[src/rtl/multiword_adder_seq.sv]
// Sequential W-bit adder built around an external 16-bit adder: one slice per cycle,
// carry chained through carry_reg, valid/ready handshake on both sides.
module multiword_adder_seq #(
   parameter int WORDS = 4
) (
   input  logic                  clk,
   input  logic                  rst,
   input  logic                  in_valid,
   output logic                  in_ready,
   input  logic [16*WORDS-1:0]   a,
   input  logic [16*WORDS-1:0]   b,
   input  logic                  c_in,
   output logic                  out_valid,
   input  logic                  out_ready,
   output logic [16*WORDS-1:0]   sum,
   output logic                  c_out,
   output logic                  ovf,
   output logic [15:0]           add_a,
   output logic [15:0]           add_b,
   output logic                  add_cin,
   input  logic [15:0]           add_sum,
   input  logic                  add_cout
);

   localparam int W  = 16 * WORDS;
   localparam int CW = (WORDS > 1) ? $clog2(WORDS) : 1;

   typedef enum logic [1:0] {
      IDLE = 2'd0,
      RUN  = 2'd1,
      DONE = 2'd2
   } state_t;

   state_t          state, state_next;
   logic [W-1:0]    a_reg, b_reg, sum_reg, sum_shift;
   logic            carry_reg, a_msb, b_msb;
   logic [CW-1:0]   cnt;
   logic            last_slice, accept;

   assign last_slice = (cnt == CW'(WORDS - 1));
   assign accept     = in_valid && in_ready;

   // New slice enters at the top so slice 0 ends up in the low 16 bits after WORDS shifts.
   generate
      if (WORDS == 1) begin : g_single
         assign sum_shift = add_sum;
      end else begin : g_multi
         assign sum_shift = {add_sum, sum_reg[W-1:16]};
      end
   endgenerate

   // NOTE: sequential state uses non-blocking assignments so every register samples pre-edge values.
   always_ff @(posedge clk or posedge rst) begin
      if (rst) state <= IDLE;
      else     state <= state_next;
   end

   // NOTE: every output of this block gets a default first, so no path leaves a latch behind.
   always_comb begin
      state_next = state;
      in_ready   = 1'b0;
      out_valid  = 1'b0;
      add_a      = '0;
      add_b      = '0;
      add_cin    = 1'b0;
      case (state)
         IDLE: begin
            in_ready = 1'b1;
            if (in_valid) state_next = RUN;
         end
         RUN: begin
            add_a   = a_reg[15:0];
            add_b   = b_reg[15:0];
            add_cin = carry_reg;
            if (last_slice) state_next = DONE;
         end
         DONE: begin
            out_valid = 1'b1;
            if (out_ready) state_next = IDLE;
         end
         default: state_next = IDLE;
      endcase
   end

   always_ff @(posedge clk or posedge rst) begin
      if (rst) begin
         a_reg     <= '0;
         b_reg     <= '0;
         sum_reg   <= '0;
         carry_reg <= 1'b0;
         a_msb     <= 1'b0;
         b_msb     <= 1'b0;
         cnt       <= '0;
      end else if (accept) begin
         a_reg     <= a;
         b_reg     <= b;
         carry_reg <= c_in;
         a_msb     <= a[W-1];
         b_msb     <= b[W-1];
         cnt       <= '0;
      end else if (state == RUN) begin
         sum_reg   <= sum_shift;
         a_reg     <= a_reg >> 16;
         b_reg     <= b_reg >> 16;
         carry_reg <= add_cout;
         cnt       <= cnt + CW'(1);
      end
   end

   assign sum   = sum_reg;
   assign c_out = carry_reg;
   assign ovf   = (a_msb == b_msb) && (sum_reg[W-1] != a_msb);

endmodule
[config.mk]
export PLATFORM = sky130hd
export DESIGN_NAME = multiword_adder_seq
export DESIGN_NICKNAME = d
export VERILOG_FILES = /design/src/rtl/multiword_adder_seq.sv
export SDC_FILE = /design/constraint.sdc
export NUM_CORES = 1
export LEC_CHECK = 0
export ABC_CLOCK_PERIOD_IN_PS = 6300
export CAP_MARGIN = 30
export CORE_ASPECT_RATIO = 0.6
export CORE_UTILIZATION = 44
export CTS_BUF_LIST = sky130_fd_sc_hd__clkbuf_4 sky130_fd_sc_hd__clkbuf_8 sky130_fd_sc_hd__clkbuf_16
export DETAILED_ROUTE_END_ITERATION = 16
export GPL_TIMING_DRIVEN = 0
export PLACE_DENSITY = 0.77
export SKIP_LAST_GASP = 1
export SYNTH_ARGS = -nofsm -noshare
export SYNTH_HDL_FRONTEND = slang
export SYNTH_SLANG_ARGS = --single-unit
export TNS_END_PERCENT = 10
[constraint.sdc]
create_clock -name clk -period 6.3 [get_ports clk]
set_clock_uncertainty 0.05 [all_clocks]
set_input_delay 1.26 -clock clk [delete_from_list [all_inputs] [get_ports clk]]
set_output_delay 1.26 -clock clk [all_outputs]
set_load 0.1 [all_outputs]
==> results of run 1 <==
==> Yosys cell counts, drive strengths merged <==
cell    instances
dfrtp         199
inv           111
mux2           66
nor3b          66
nor2b          51
buf            47
a211oi         46
nor4b          46
nor2           34
clkbuf         32
a222oi         28
a221oi         19
a22o           16
nand2          16
nand3b         15
o221ai         15
o221a           4
or4b            4
and2            3
a221o           2
nand2b          2
a32o            1
ha              1
mux2i           1
o21a            1
o21ba           1
o21bai          1
o22ai           1
or2             1
==> routing by layer <==
metal  track usage, %  routed length [um]
met2             40.5               12500
met1             39.8               13500
met3             8.09                2880
met5                0                  28
met4             6.13                 297
==> metrics by stage <==
step	instances	hold slack [ns]	utilization [%]	cell area, sq um	worst slack (ns)
detailed placement	1358	0.428	60.3	12300	2.40
floorplan	830	0.407	-	9350	2.42
finish	1392	0.449	63.6	13000	1.94
global route	1391	0.455	63.6	13000	1.83
global placement	1352	0.422	59.7	12200	0.839
CTS	1390	0.446	63.5	13000	1.93
==> cell type report <==
class / instances / area, sq um
multi-input cells: 441 / 3540
diodes: 1 / 2.50
plain buffers: 79 / 409
fillers: 1641 / 7430
well taps: 273 / 342
repair buffers: 256 / 2660
clock buffers: 17 / 425
flip-flops and latches: 199 / 4980
clock inverters: 15 / 215
inverters: 111 / 420
==> path summary, 6_finish.rpt <==
| check | startpoint | to | slack [ns] | depth (start not counted) |
|---|---|---|---|---|
| setup / recovery | state[1] | add_a[1] | 1.94 | 6 |
| hold / removal | a_reg[48] | a_reg[48] | 0.45 | 2 |
| setup reg to reg | state[1] | a_reg[56] | 4.50 | 6 |
| hold reg to reg | a_reg[48] | a_reg[48] | 0.45 | 2 |
| max in group asynchronous | rst | a_reg[50] | 4.00 | 4 |
| min in group asynchronous | rst | b_reg[41] | 1.28 | 2 |
==> kinds of logic after synthesis <==
| group | after synthesis | synth area share (%) |
|---|---|---|
| mux | 67 | 8.06 |
| simple gates | 238 | 17.2 |
| fa+ha+maj | 1 | 0.134 |
| compound gates | 135 | 12.5 |
| flops | 199 | 53.3 |
| buf+inv | 190 | 8.83 |
==> worst register-to-register path: cells and delay by family, from the launching register on <==
kind                   cells  cell delay [ns]
AND/OR/NAND/NOR            1             0.12
AO/OA/AOI/OAI              1             0.12
buffers and inverters      4             1.02
flip-flops                 1             0.37
==> flow_summary.json, run 1 <==
{
  "clk_latency_ns": 0.44,
  "critPathRequiredTime_ns": 4.99,
  "syn_nets": 981,
  "cts_max_level": 4,
  "cp_max_fo": 10,
  "synth_area_sq_mm": 0.00935,
  "clkSinkCount": 199,
  "grt_usage_pct": 27.4,
  "gp_congestion": 0.876,
  "grt-ovfl-total": 0,
  "critPathLaunchType": "flop",
  "slowest_stage": "clkdlybuf4s50_1",
  "io_buffers": 249,
  "wl_um": 29200,
  "slew_headroom_pct": 30.5,
  "crit_family": "buffers and inverters",
  "syn_to_final_growth_pct": 39.0,
  "cts_resized": 0,
  "layout-drive-gt1-share_pct": 14.2,
  "initial_core_util_pct": 45.8,
  "cts_root_buffer": "clkbuf_16",
  "layout_commonest_cell": "clkdlybuf4s50_1",
  "status": "complete, no violations",
  "crit_type": "flop to output port",
  "initialDrtViolationCount": 784,
  "cp_common_cell": "buf_2",
  "cts_setup_buffers": 0,
  "grt_max_degree": 43,
  "fp-row-count": 40,
  "rsz0062_at_grt": "false",
  "vias_per_cell": 5.59,
  "cts_buffers": 17,
  "worstSetupEndpointType": "output port",
  "ioPinCount": 251,
  "yosys.area.top_type": "dfrtp_1",
  "clk_pin_slew_worst_paths_ns": 0.08,
  "dieArea_sq_mm": 0.0219,
  "layout.nets": 1256,
  "finalSetupViolCount": 0,
  "vias": 7780,
  "synth-seq-cells": 199,
  "min_period_over_period_pct": 69.2,
  "synth_top_area_share_pct": 53.3,
  "ant_nets": 0,
  "drt-wirelength-per-cell_um": 21.0,
  "drv_slew": 0,
  "antenna_found_initial": 2,
  "cts_buffer_depth": 2,
  "worstMarginPinSlew_ns": 1.04,
  "synthCells": 830,
  "setup-tns-final_ns": 0,
  "final_cell_mix": "249 x clkdlybuf4s50_1, 199 x dfrtp_1, 110 x inv_1, 66 x mux2_2, 65 x nor3b_1",
  "yosysUniqueCellTypes": 33,
  "fmax_mhz": 229,
  "crit_chain": "buf_6, nand2b_1, buf_2, buf_2, nor2_1, clkdlybuf4s50_1",
  "avgSynthCellArea_sq_um": 11.3,
  "yosys_warnings": 0,
  "cts_tree": "yes",
  "maxCapViolCount": 0,
  "crit_path_max_incr_delay_ns": 1.15,
  "seq_area_frac_synth_pct": 53.3,
  "crit_buf_inv": 4,
  "hold_viol": 0,
  "hp-class": "flop to flop",
  "layout_min_cycle_time_ns": 4.36,
  "grt_first_pass_wirelength_um": 44900,
  "hold_buffers": 0,
  "drc": 0,
  "drt_pass1_iterations": 12,
  "die_y_um": 115,
  "grt_pass1_vias": 7880,
  "arrival_ns": 3.05,
  "ys_top_cells_by_area": "dfrtp_1 53%, mux2_2 8.0%, nor3b_1 5.2%, inv_1 4.5%, nor4b_1 4.3%",
  "core_area_sq_mm": 0.0204,
  "die_w_um": 190,
  "place_hpwl_um": 21700
}
Power of run 1 is left out: the tool's default activity adds up to more than one toggle a clock period on the data nets, which glitch-free logic cannot reach.
==> run 2: changes to the inputs <==
--- a/config.mk
+++ b/config.mk
@@ -5,7 +5,7 @@
 export SDC_FILE = /design/constraint.sdc
 export NUM_CORES = 1
 export LEC_CHECK = 0
-export ABC_CLOCK_PERIOD_IN_PS = 6300
+export ABC_CLOCK_PERIOD_IN_PS = 3750
 export CAP_MARGIN = 30
 export CORE_ASPECT_RATIO = 0.6
 export CORE_UTILIZATION = 44
==> constraint.sdc (replaced) <==
create_clock -name clk -period 3.75 [get_ports clk]
set_clock_uncertainty 0.05 [all_clocks]
set_input_delay 0.75 -clock clk [delete_from_list [all_inputs] [get_ports clk]]
set_output_delay 0.75 -clock clk [all_outputs]
set_load 0.1 [all_outputs]
==> run 2 against run 1 <==
Against the previous run:
- non-clock buffer count did not move
- critical path depth fell by 2
- utilization barely moved
- flip-flop and latch count did not move
- cell count barely moved
- the flow now finishes with violations (negative setup slack)
==> flow_summary.json, run 2 (synthesis gave the netlist of run 1 again) <==
{
  "status": "finished, violations left",
  "violations": "negative setup slack",
  "fp-row-count": 40,
  "core_area_sq_mm": 0.0204,
  "min_period_over_period_pct": 103,
  "cts_setup_buffers": 0,
  "vias": 7720,
  "hold_buffers": 0,
  "hp-class": "flop to flop",
  "gp_congestion": 0.876,
  "worstRegToRegCells": 6,
  "grt_max_degree": 43,
  "clkSinkCount": 199,
  "ant_nets": 0,
  "layout-drive-gt1-share_pct": 14.2,
  "worstMarginPinSlew_ns": 1.04,
  "antenna_found_initial": 2,
  "layout_commonest_cell": "clkdlybuf4s50_1",
  "drt_pass1_iterations": 8,
  "cts_root_buffer": "clkbuf_16",
  "grt_pass1_vias": 7880,
  "min_from": "a_reg[48]",
  "slew_headroom_pct": 30.5,
  "maxCapViolCount": 0,
  "place_hpwl_um": 21700,
  "cp_max_fo": 10,
  "initial_core_util_pct": 45.8,
  "clk_latency_ns": 0.45,
  "hold_viol": 0,
  "die_w_um": 190,
  "fin_ws_ns": -0.107,
  "drt-wirelength-per-cell_um": 21.0,
  "layout.nets": 1256,
  "ioPinCount": 251,
  "layout_min_cycle_time_ns": 3.86,
  "syn_to_final_growth_pct": 39.0,
  "drc": 0,
  "cts_buffers": 17,
  "rsz0062_at_grt": "true",
  "initialDrtViolationCount": 747,
  "wl_um": 29200,
  "arrival_ns": 3.06,
  "worst_r2r_endpoint": "a_reg[56]",
  "finalSetupViolCount": 25,
  "hold-path-endpoint": "a_reg[48]",
  "crit_type": "flop to output port",
  "whs_ns": 0.444,
  "post-route-util_pct": 63.6,
  "critPathRequiredTime_ns": 2.95,
  "dieArea_sq_mm": 0.0219,
  "startpoint": "state[0]",
  "grt_first_pass_wirelength_um": 44900,
  "cts_tree": "yes",
  "cts_max_level": 4,
  "fmax_mhz": 259,
  "io_buffers": 249,
  "hold_path_depth": 2,
  "reg2reg_slack_ns": 1.95,
  "cts_buffer_depth": 2,
  "die_y_um": 115,
  "clk_pin_slew_worst_paths_ns": 0.07,
  "diodes": 0,
  "grt-ovfl-total": 0,
  "vias_per_cell": 5.55,
  "drv_slew": 0,
  "final_cell_mix": "243 x clkdlybuf4s50_1, 199 x dfrtp_1, 110 x inv_1, 66 x mux2_2, 65 x nor3b_1",
  "r2r-start": "state[1]",
  "worstSetupEndpointType": "output port",
  "critPathLaunchType": "flop",
  "grt_usage_pct": 27.4
}
run 2: cell types whose count changed in the layout (fill, tap and decap cells not counted), sizes merged:
cell / previous run / this run
clkdlybuf4s50: 249 / 243
diode: 1 / 0
dlymetal6s2s: 0 / 3
dlygate4sd2: 0 / 3
run 2: layer usage:
metal | routed length [um] | part of all wire, % | global-route usage [%] | up-vias
met5 | 28 | 0.096 | 0 | -
met4 | 270 | 0.93 | 6.13 | 4
met3 | 2780 | 9.5 | 8.09 | 25
met2 | 12500 | 43 | 40.5 | 344
met1 | 13500 | 46 | 39.8 | 3828
li1 | - | - | - | 3519
run 2: worst max-delay path by stage:
stage	endpoint	slack, ns	cells past startpoint
2_1_floorplan	a_msb	0.38	1
3_3_place_gp	a_reg[49]	-1.20	2
3_5_place_dp	add_a[4]	0.36	6
4_1_cts	add_b[11]	-0.09	6
5_1_grt	add_a[6]	-0.19	6
6_report	out_valid	-0.11	4
run 2: what timing repair did:
item,in CTS,in global routing
endpoints found under the hold margin,0,0
gates resized for setup,3,3
endpoints found under the setup margin,31,31
run 2: area by class of cell:
class / instances / area, sq um
fill: 1644 / 7430
timing repair buffer: 256 / 2660
clock inverter: 15 / 215
tap: 273 / 342
inverter: 111 / 420
clock buffer: 17 / 425
multi-input combinational: 441 / 3540
buffer: 79 / 409
sequential: 199 / 4980
run 2: critical path, cell delays in order, from the launching register on:
cell and delay (ns):
dfrtp_1 0.45, buf_4 0.21, buf_2 0.19, nor2b_1 0.50, clkdlybuf4s50_1 1.25
run 2: per-stage QoR:
stage	instances	setup TNS [ns]	worst slack (ns)	area, sq um
global placement	1352	-238.20	-1.20	12200
global route	1391	-4.09	-0.195	13000
floorplan	830	0	0.376	9350
CTS	1390	-1.66	-0.0916	13000
finish	1391	-1.54	-0.107	13000
detailed placement	1358	0	0.355	12300
Power of run 2 is left out for the same reason.
==> run 3: changes to the inputs <==
--- a/config.mk
+++ b/config.mk
@@ -8,12 +8,14 @@
 export ABC_CLOCK_PERIOD_IN_PS = 3750
 export CAP_MARGIN = 30
 export CORE_ASPECT_RATIO = 0.6
-export CORE_UTILIZATION = 44
+export CORE_UTILIZATION = 55
 export CTS_BUF_LIST = sky130_fd_sc_hd__clkbuf_4 sky130_fd_sc_hd__clkbuf_8 sky130_fd_sc_hd__clkbuf_16
 export DETAILED_ROUTE_END_ITERATION = 16
+export DONT_BUFFER_PORTS = 1
 export GPL_TIMING_DRIVEN = 0
-export PLACE_DENSITY = 0.77
+export PLACE_DENSITY = 0.73
 export SKIP_LAST_GASP = 1
+export SLEW_MARGIN = 20
 export SYNTH_ARGS = -nofsm -noshare
 export SYNTH_HDL_FRONTEND = slang
 export SYNTH_SLANG_ARGS = --single-unit
==> run 3 against run 2 <==
Against the previous run:
- the run now ends clean
- worst setup slack improved by 0.70 ns
- non-clock buffer count decreased by 216
- count of clock-buffer cells in the layout increased by 2
- global-route usage increased by 3.2 points
- first-iteration DRC count decreased by 3.2%
- critical endpoint is now add_cin
- highest routed layer unchanged
==> flow_summary.json, run 3 (synthesis gave the netlist of run 1 again) <==
{
  "layout_min_cycle_time_ns": 3.15,
  "grt_max_degree": 38,
  "vias_per_cell": 6.16,
  "grt-ovfl-total": 0,
  "clkSinkCount": 199,
  "gp_congestion": 0.901,
  "crit_type": "flop to output port",
  "grt_first_pass_wirelength_um": 39600,
  "grt_util_met2_pct": 45.7,
  "rsz0062_at_grt": "false",
  "dieArea_sq_mm": 0.0175,
  "grt.met3_usage_pct": 9.06,
  "fmax_mhz": 317,
  "slowest_stage": "and2_1",
  "core_area_sq_mm": 0.0164,
  "die_w_um": 170,
  "grt_pass1_vias": 6828,
  "vias": 6971,
  "drv_slew": 0,
  "cp_common_cell": "buf_2",
  "cts_resized": 0,
  "worstSetupEndpointType": "output port",
  "hp-class": "primary input to async pin",
  "die_y_um": 103,
  "initialDrtViolationCount": 723,
  "io_buffers": 0,
  "whs_ns": 0.262,
  "worstMarginPinSlew_ns": 1.01,
  "slew_headroom_pct": 32.4,
  "fp-row-count": 36,
  "cp_max_fo": 10,
  "clk_latency_ns": 0.44,
  "cts_max_level": 4,
  "drt-wirelength-per-cell_um": 23.1,
  "met1_usage_pct": 42.8,
  "arrival_ns": 2.35,
  "place_hpwl_um": 19700,
  "clk_pin_slew_worst_paths_ns": 0.07,
  "cts_buffer_depth": 2,
  "layout_commonest_cell": "dfrtp_1",
  "layout-drive-gt1-share_pct": 24.9,
  "fillers": 1192,
  "critPathRequiredTime_ns": 2.95,
  "crit_chain": "nor2b_1, buf_2, buf_2, and2_1",
  "post-route-util_pct": 66.8,
  "drc": 0,
  "hold_viol": 0,
  "critPathLaunchType": "flop",
  "status": "complete, no violations",
  "final_cell_mix": "199 x dfrtp_1, 110 x inv_1, 66 x mux2_2, 65 x nor3b_1, 50 x nor2b_1",
  "layout.nets": 1040,
  "ioPinCount": 251,
  "min_period_over_period_pct": 84.1,
  "cts_tree": "yes",
  "grt_usage_pct": 30.6,
  "drt_pass1_iterations": 7,
  "cts_setup_buffers": 0,
  "busiest_layer": "met2",
  "ant_nets": 0,
  "finalSetupViolCount": 0,
  "cts_root_buffer": "clkbuf_16",
  "maxCapViolCount": 0,
  "crit_path_max_incr_delay_ns": 0.83,
  "wl_um": 26200,
  "initial_core_util_pct": 56.9,
  "hold_buffers": 0,
  "antenna_found_initial": 1,
  "cts_buffers": 17,
  "syn_to_final_growth_pct": 17.6
}
-- run 3: cell types whose count changed in the layout (fill, tap and decap cells not counted), moves of 3 or more --
| cell | previous run | this run |
|---|---|---|
| nor2_1 | 34 | 2 |
| clkdlybuf4s50_1 | 243 | 0 |
| dlygate4sd2_1 | 3 | 0 |
| clkinvlp_4 | 2 | 5 |
| dlymetal6s2s_1 | 3 | 0 |
| buf_8 | 0 | 31 |
| nor2_2 | 0 | 32 |
-- run 3: critical path, delay by kind of cell, from the launching register on --
kind,cells,cell delay (ns)
buffers and inverters,2,0.52
DFF,1,0.42
and+or+nand+nor,2,0.97
-- run 3: layout make-up --
cell class                      instances  area [sq um]  area share, %
Antenna cell                            1          2.50         0.0228
Buffer                                 79           409           3.72
Clock buffer                           19           447           4.06
Clock inverter                         13           156           1.42
Inverter                              111           420           3.83
Multi-Input combinational cell        441          3640           33.1
Sequential cell                       199          4980           45.3
Tap cell                              228           285           2.60
Timing Repair Buffer                   40           652           5.93
-- run 3: metrics by stage --
step	worst slack, ns	instance area (sq um)	TNS [ns]	instances
after detailed placement	1.06	10400	0	1098
after floorplan	0.376	9350	0	830
after global placement	-0.477	9640	-90.60	1058
after CTS	0.589	11000	0	1130
final	0.597	11000	0	1131
after global routing	0.516	11000	0	1130
-- run 3: path summary, 6_finish.rpt --
check | startpoint | endpoint | slack, ns | depth (start not counted)
hold / removal | rst | b_reg[11] | 0.26 | 1
setup / recovery | state[0] | add_cin | 0.60 | 4
max in group asynchronous | rst | sum[29] | 2.51 | 3
min in group clk | b[59] | b_reg[59] | 0.39 | 1
hold reg to reg | a_reg[61] | a_reg[61] | 0.45 | 2
setup reg to reg | state[1] | a_reg[4] | 1.72 | 5
-- run 3: routing by layer --
metal	share of wire (%)	vias to the layer above
li1	-	3093
met1	44	3500
met2	44	343
met3	10	33
met4	1.8	2
met5	0.050	-
Power of run 3 is left out for the same reason.
==> RTL edit: new RTL, config.mk and constraints of run 2 <==
Change the parameter `WORDS` from 4 to 8.
--- a/src/rtl/multiword_adder_seq.sv
+++ b/src/rtl/multiword_adder_seq.sv
@@ -2,5 +2,5 @@
 // carry chained through carry_reg, valid/ready handshake on both sides.
 module multiword_adder_seq #(
-   parameter int WORDS = 4
+   parameter int WORDS = 8
 ) (
    input  logic                  clk,
Interface: changed (resized a, b and sum); port bits go from 251 to 443. No check against the original RTL was run, so the function may have changed too.
==> RTL edit against run 2 <==
The flow still finishes with violations (setup timing). Synthesized area is 98% higher. Wire length is 130% higher. Sequential cell count is 193 higher. Design area is 96% higher. Worst setup slack worse by 0.14 ns. Fmax is 3.5% lower. First-iteration DRC count grew to 2.9 times the old value. Critical endpoint is now add_b[7]. Largest cell class unchanged.
Power is left out: the tool's default activity adds up to more than one toggle a clock period on the data nets, which glitch-free logic cannot reach.
==> RTL edit: results (changes against run 2) <==
- Netlist cell types: 34 (was 33)
- Clock Sink Count: 392 (was 199)
- Synth top area cells: dfrtp_1 53%, a221oi_1 9.1%, nor4b_1 9.1% (was dfrtp_1 53%, mux2_2 8.0%, nor3b_1 5.2%)
- Cts bufs inserted: 39 (was 17)
- Mux cell area share after synthesis: 7.96% (was 8.06%)
- Clk tree area frac: 5.50% (was 4.93%)
- R2R depth: 5 (was 6)
- Post-synth net total: 1976 (was 981)
- Nonclk inv count: 238 (was 111)
- Failing checks: setup timing (unchanged)
- Deepest clock path buffer count: 3 (was 2)
- # H-tree levels: 2 (was 4)
- Clk_lat worst skew: 0.54 ns (was 0.45 ns)
- Met2 wire len: 29.6 mm (was 12.5 mm)
- Dpl ws: 0.166 ns (was 0.355 ns)
- M1 GR Usage: 48.1% (was 39.8%)
- Fraction of area in multi-input gates: 27.0% (was 27.3%)
- First-pass GRT wire length: 102 mm (was 44.9 mm)
- Rel. slew slack: 29.1% (was 30.5%)
- FILL cells: 3345 (was 1644)
- Met3 WL: 6.09 mm (was 2.78 mm)
- Hpwl dp: 52.8 mm (was 21.7 mm)
- Antenna violations before repair: 11 (was 2)
- Data arrival, critical path: 3.20 ns (was 3.06 ns)
- FF-to-FF setup slack: 1.73 ns (was 1.95 ns)
- NonClk Buf Share: 22.7% (was 23.6%)
- Nets@finish: 2477 (was 1256)
- Largest net degree at the start of global routing: 44 (was 43)
- Comb_multi_in: 891 (was 441)
- Reg2reg end: a_reg[1] (was a_reg[56])
- Setup violators final: 26 (was 25)
- Final WL: 68.4 mm (was 29.2 mm)
- Met2 Usage GRT: 45.2% (was 40.5%)
- Antenna Cells: 9 (was 0)
- GRT Overall Usage: 31.6% (was 27.4%)
- Status: complete, but fails checks (unchanged)
- M3 GR Usage: 6.69% (was 8.09%)
- Setup ws final: -0.245 ns (was -0.107 ns)
- Max stage delay on crit path: 1.17 ns (was 1.25 ns)
- Critical Path Stages: 6 (was 4)
RTL edit: stage by stage:
| stage | hold WS (ns) | std cells | util (%) | TNS [ns] |
|---|---|---|---|---|
| 2_1_floorplan | 0.407 | 1696 | - | -910.96 |
| 3_3_place_gp | 0.422 | 2698 | 57.7 | -1871.67 |
| 3_5_place_dp | 0.433 | 2716 | 58.8 | 0 |
| 4_1_cts | 0.448 | 2787 | 62.2 | -4.92 |
| 5_1_grt | 0.465 | 2796 | 62.3 | -7.42 |
| 6_report | 0.447 | 2796 | 62.3 | -4.35 |
RTL edit: repair_timing:
item | CTS | global route
buffers inserted | 0 | 0
gates resized for setup | 8 | 3
pin swaps | 0 | 0
endpoints found under the setup margin | 32 | 30
RTL edit: worst max-delay path by stage:
stage / to
after detailed placement: add_b[1]
after global placement: sum[125]
final: add_b[7]
after CTS: add_a[11]
after global routing: add_b[13]
after floorplan: a_msb
